--- config.mk ---
export PLATFORM = sky130hd
export DESIGN_NAME = pipeline_ctrl
export DESIGN_NICKNAME = d
export VERILOG_FILES = /design/src/rtl/pipeline_pkg.sv /design/src/rtl/pipeline_ctrl_hazard_detect.sv /design/src/rtl/pipeline_ctrl.sv
export SDC_FILE = /design/constraint.sdc
export NUM_CORES = 1
export LEC_CHECK = 0
export BUFFER_PORTS_ARGS = -buffer_cell sky130_fd_sc_hd__clkbuf_2
export CORE_UTILIZATION = 45
export CTS_CLUSTER_SIZE = 20
export DETAILED_ROUTE_END_ITERATION = 10
export GPL_ROUTABILITY_DRIVEN = 1
export PLACE_DENSITY_LB_ADDON = 0.25
export SETUP_SLACK_MARGIN = 0.02
export SKIP_CTS_REPAIR_TIMING = 1
export SYNTH_ARGS = -nofsm -noshare
export SYNTH_HDL_FRONTEND = slang
export SYNTH_SLANG_ARGS = --single-unit
--- constraint.sdc ---
create_clock -name clk -period 4.9 [get_ports clk]
set_input_delay 0.245 -clock clk [delete_from_list [all_inputs] [get_ports clk]]
set_output_delay 0.245 -clock clk [all_outputs]
set_load 0.005 [all_outputs]
--- src/rtl/pipeline_pkg.sv ---
// Shared types and constants for the 5-stage pipeline hazard/stall controller.
package pipeline_pkg;

   localparam int REG_W = 5;
   localparam logic [REG_W-1:0] REG_ZERO = 5'd0;

   typedef enum logic {
      RUN      = 1'b0,
      MEM_WAIT = 1'b1
   } state_t;

endpackage

--- src/rtl/pipeline_ctrl_hazard_detect.sv ---
// Combinational hazard detection: load-use in ID and taken branch in MEM.
module hazard_detect
   import pipeline_pkg::*;
(
   input  logic [REG_W-1:0] id_rs,
   input  logic [REG_W-1:0] id_rt,
   input  logic             ex_memread,
   input  logic [REG_W-1:0] ex_regwa,
   input  logic             mem_branch,
   input  logic             mem_zero,
   output logic             lu,
   output logic             br
);

   // Loads into $0 never create a real dependency.
   assign lu = ex_memread && (ex_regwa != REG_ZERO) &&
               ((ex_regwa == id_rs) || (ex_regwa == id_rt));
   assign br = mem_branch & mem_zero;

endmodule

--- src/rtl/pipeline_ctrl.sv ---
// Pipeline hazard/stall controller with data-memory wait FSM and timeout watchdog.
// Optional stall performance counter enabled by PIPELINE_CTRL_PERF_EN.
module pipeline_ctrl
   import pipeline_pkg::*;
#(
   parameter int WAIT_TIMEOUT = 255,
   parameter int CNT_W        = 16
) (
   input  logic             clk,
   input  logic             rst,
   input  logic [REG_W-1:0] id_rs,
   input  logic [REG_W-1:0] id_rt,
   input  logic             ex_memread,
   input  logic [REG_W-1:0] ex_regwa,
   input  logic             mem_branch,
   input  logic             mem_zero,
   input  logic             mem_memread,
   input  logic             mem_memwrite,
   input  logic             dmem_ready,
   output logic             dmem_req,
   output logic             pc_en,
   output logic             pc_sel_br,
   output logic             ifid_en,
   output logic             idex_en,
   output logic             exmem_en,
   output logic             ifid_flush,
   output logic             idex_flush,
   output logic             exmem_flush,
   output logic             memwb_bubble,
   output logic             mem_err
`ifdef PIPELINE_CTRL_PERF_EN
   ,
   output logic [CNT_W-1:0] stall_cnt
`endif
);

   localparam logic [8:0] TMO = 9'(WAIT_TIMEOUT);

   state_t     state;
   logic [8:0] wait_cnt;
   logic       memacc, mstall, timeout, lu, br;

   hazard_detect u_hazard (
      .id_rs      (id_rs),
      .id_rt      (id_rt),
      .ex_memread (ex_memread),
      .ex_regwa   (ex_regwa),
      .mem_branch (mem_branch),
      .mem_zero   (mem_zero),
      .lu         (lu),
      .br         (br)
   );

   assign memacc  = mem_memread | mem_memwrite;
   // Ready in the timeout cycle wins, so the access completes normally.
   assign timeout = (state == MEM_WAIT) && (wait_cnt == TMO) && !dmem_ready;
   assign mstall  = memacc && !dmem_ready && !timeout;

   always_comb begin
      dmem_req     = memacc;
      pc_en        = 1'b1;
      pc_sel_br    = 1'b0;
      ifid_en      = 1'b1;
      idex_en      = 1'b1;
      exmem_en     = 1'b1;
      ifid_flush   = 1'b0;
      idex_flush   = 1'b0;
      exmem_flush  = 1'b0;
      memwb_bubble = 1'b0;
      if (rst) begin
         dmem_req     = 1'b0;
         pc_en        = 1'b0;
         ifid_en      = 1'b0;
         idex_en      = 1'b0;
         exmem_en     = 1'b0;
         ifid_flush   = 1'b1;
         idex_flush   = 1'b1;
         exmem_flush  = 1'b1;
         memwb_bubble = 1'b1;
      end else if (mstall) begin
         pc_en        = 1'b0;
         ifid_en      = 1'b0;
         idex_en      = 1'b0;
         exmem_en     = 1'b0;
         memwb_bubble = 1'b1;
      end else if (timeout) begin
         // Aborted load advances but must not reach the register file.
         memwb_bubble = 1'b1;
      end else if (br) begin
         pc_sel_br    = 1'b1;
         ifid_flush   = 1'b1;
         idex_flush   = 1'b1;
         exmem_flush  = 1'b1;
      end else if (lu) begin
         pc_en        = 1'b0;
         ifid_en      = 1'b0;
         idex_flush   = 1'b1;
      end
   end

   always_ff @(posedge clk) begin
      if (rst) begin
         state    <= RUN;
         wait_cnt <= 9'd0;
         mem_err  <= 1'b0;
      end else begin
         if (timeout) mem_err <= 1'b1;
         case (state)
            RUN: if (mstall) begin
               state    <= MEM_WAIT;
               wait_cnt <= 9'd1;
            end
            MEM_WAIT: if (dmem_ready || timeout) begin
               state    <= RUN;
               wait_cnt <= 9'd0;
            end else if (wait_cnt != 9'h1ff) begin
               wait_cnt <= wait_cnt + 9'd1;
            end
            default: begin
               state    <= RUN;
               wait_cnt <= 9'd0;
            end
         endcase
      end
   end

`ifdef PIPELINE_CTRL_PERF_EN
   always_ff @(posedge clk) begin
      if (rst)
         stall_cnt <= '0;
      else if ((mstall || lu) && (stall_cnt != '1))
         stall_cnt <= stall_cnt + CNT_W'(1);
   end
`endif

endmodule

==> impl_metrics.json <==
{
  "synth_top_family_by_area": "simple AND/OR/NAND/NOR gates",
  "syn-num-nets": 122,
  "timing.fmax_mhz": 404.6,
  "area.growth.synth_to_final_pct": 21.73,
  "worstPathRequired_ns": 4.66,
  "cts_root_buf": "clkbuf_4",
  "setup_viol": 0,
  "drive_gt1_share_pct": 32.28,
  "vias": 787,
  "yosys.area.top_type": "dfxtp_1",
  "start_kind": "flip-flop",
  "netSwitchingFraction_pct": 27.17,
  "io_pins": 34,
  "synth_seq_cells": 11,
  "clk_pin_slew_ns": 0.07,
  "pwr-share-clk_pct": 30.8,
  "seq_power_share_pct": 47.6,
  "max_cap_viol_count": 0,
  "min_path_type": "in -> reg",
  "drcViolationCount": 0,
  "crit_path_max_incr_delay_ns": 0.39,
  "synthTopCellsByArea": "dfxtp_1 27%, xor2_1 15%, nor2_1 5.1%, ha_1 4.6%, a21oi_1 3.7%",
  "drt_iter0_markers": 11,
  "synthArstFlopShare_pct": 0,
  "comb_power_share_pct": 21.6,
  "viasPerCell": 5.212,
  "finalWeightedCongestion": 0.8360,
  "seq_area_frac_synth_pct": 27.12,
  "htreeDepth": 1,
  "switchingPower_mw": 0.05377,
  "worst-path-buf-inv": 1,
  "worstMarginPinSlew_ns": 0.4694,
  "r2r_cells": 7,
  "synthDistinctLibCells": 34,
  "period_share_pct": 50.44,
  "grt_pass1_wl_um": 2677,
  "synth_edf_count": 0,
  "final.setup.tns_ns": 0,
  "cts_buffer_depth": 2,
  "leakagePower_nw": 0.4346,
  "rsz0062_at_grt": "no",
  "die_h_um": 44.48,
  "worstHoldStart": "dmem_ready",
  "n_fill_cell": 137,
  "maxSlewHeadroom_pct": 68.66,
  "synth-simple-area-share_pct": 25.12,
  "worstHoldEndpoint": "state",
  "synth_top_area_share_pct": 27.12,
  "io_buffer_count": 33,
  "min_period_ns": 2.471,
  "maxSlewViolCount": 0,
  "diodes": 0,
  "drt-pass1-iter-count": 4,
  "synth-warning-count": 0,
  "crit_chain": "and4_1 > and4_1 > ha_1 > nand2_1 > or2_1 > a21oi_1 > o31a_1 > clkbuf_2",
  "synth_compound_area_share_pct": 20.34,
  "power_density_nw_per_um2": 200.2,
  "cts_sinks": 11,
  "clk_latency_ns": 0.26,
  "die_w_um": 44.48,
  "rows": 14,
  "die_area_sq_um": 1978,
  "status": "completed",
  "cts_tree": "done",
  "grt_max_degree": 14,
  "nNetsFinal": 154,
  "r2r_end": "wait_cnt[5]",
  "crit_arrival_ns": 2.23,
  "grt_use_total_pct": 18.82,
  "rrSetupSlack_ns": 2.86,
  "cp_slowest_cell": "dfxtp_1",
  "ys.flop_type": "dfxtp_1",
  "cp-end-kind": "primary output",
  "p_int_mw": 0.1441,
  "clock_skew_ns": 0.002401,
  "start_util_pct": 50.94,
  "criticalPathCategory": "reg -> out",
  "syn_area_sq_um": 812.0,
  "irDropWorstVdd_mv": 0.09883,
  "hold_depth": 2,
  "antenna_found_initial": 0,
  "drt_wl_total_um": 1633,
  "synth_xor_area_share_pct": 15.10,
  "hpwlAfterDp_um": 1338,
  "synth_area_per_cell_sq_um": 8.459,
  "gr-total-overflow": 0,
  "hold_slack_ns": 0.2355,
  "path_max_fanout": 5,
  "synthMuxAreaShare_pct": 1.233,
  "synth_fa_ha_area_share_pct": 4.622,
  "grt_pass1_vias": 698,
  "antenna_left": 0,
  "cts_buffers": 3,
  "synthCells": 96,
  "hold_violations": 0,
  "r2r_start": "wait_cnt[3]",
  "crit_family": "simple AND/OR/NAND/NOR gates",
  "crit_top_cell": "and4_1",
  "wl_per_cell_um": 10.81,
  "coreArea_sq_um": 1594
}
## layout make-up
cell class              count  area [sq um]  area share [%]
multi-input cells          77         539.3           54.56
flip-flops and latches     11         220.2           22.28
repair buffers             33         165.2           16.71
well taps                  24         30.03           3.038
clock buffers               4         26.28           2.658
inverters                   2         7.507          0.7595
## cells in the mapped netlist (2+ instances only)
library cell / instances
o21ai_0: 3
or2_2: 2
and3_1: 2
a21oi_1: 6
o211ai_1: 3
buf_4: 4
and4_1: 2
ha_1: 3
o31ai_1: 2
nor2_1: 11
or3b_1: 2
inv_1: 2
nor3_1: 3
nand2_1: 6
o21bai_1: 2
or4_1: 2
dfxtp_1: 11
xor2_1: 14
## placed cells by master, fill, tap and decap left out
cell type / instances
a2111oi_0: 1
o211ai_1: 3
clkbuf_2: 33
clkbuf_4: 3
xor2_1: 14
o21ai_4: 1
inv_1: 2
and3_1: 2
nor3_1: 3
a211oi_1: 1
or3_1: 1
ha_1: 3
nand2b_2: 1
or4_1: 2
and4_1: 2
nor2_1: 11
or3b_1: 2
nor3b_1: 1
o31a_1: 1
o31ai_1: 2
nand3_1: 1
a22oi_1: 1
o2111ai_1: 1
o21ai_0: 3
nand4bb_2: 1
a21oi_1: 6
mux2i_1: 1
clkbuf_1: 1
nand2_1: 6
o21bai_1: 2
o21ba_1: 1
or2_2: 2
or2_1: 1
dfxtp_1: 11
## flip-flops by register name (all words and copies together), names as in the netlist
signal	count
mem_err	1
wait_cnt	9
state	1
## worst max path at each step
stage	depth (start not counted)	endpoint	from	slack, ns
2_1_floorplan	8	pc_en	wait_cnt[3]	2.86
3_3_place_gp	8	pc_en	wait_cnt[3]	2.80
3_5_place_dp	8	pc_en	wait_cnt[3]	2.75
4_1_cts	8	pc_en	wait_cnt[3]	2.43
5_1_grt	8	pc_en	wait_cnt[3]	2.22
6_report	8	pc_en	wait_cnt[3]	2.43
## power groups by stage
stage,Combinational (mW),Clock [mW],Sequential [mW]
floorplan,0.0279,0,0.0949
global placement,0.0421,0,0.0961
detailed placement,0.0431,0,0.0962
CTS,0.0432,0.0636,0.0941
global route,0.0476,0.0674,0.0945
finish,0.0428,0.0610,0.0941
## stage by stage
step / total power, mW / utilization [%] / instances / area (sq um) / worst slack [ns]
floorplan: 0.1227 / - / 96 / 812.0 / 2.856
global placement: 0.1382 / 60.36 / 147 / 962.2 / 2.796
detailed placement: 0.1393 / 60.36 / 147 / 962.2 / 2.746
CTS: 0.2009 / 62.01 / 151 / 988.4 / 2.433
global route: 0.2095 / 62.01 / 151 / 988.4 / 2.216
finish: 0.1979 / 62.01 / 151 / 988.4 / 2.429
## cell families (layout without fill, tap and decap cells)
| group | Yosys count | in the layout |
|---|---|---|
| buf+inv | 8 | 39 |
| flops | 11 | 11 |
| mux | 1 | 1 |
| fa+ha+maj | 3 | 3 |
| simple gates | 36 | 36 |
| xor+xnor | 14 | 14 |
| compound gates | 23 | 23 |
## layer usage
layer	track usage, %	vias up	share of wire (%)
met2	30.59	26	50
li1	-	407	-
met1	20.74	352	43
met3	3.265	2	4.8
met4	16.97	0	1.7
met5	0	-	0
(Power assumes the default switching activity.)
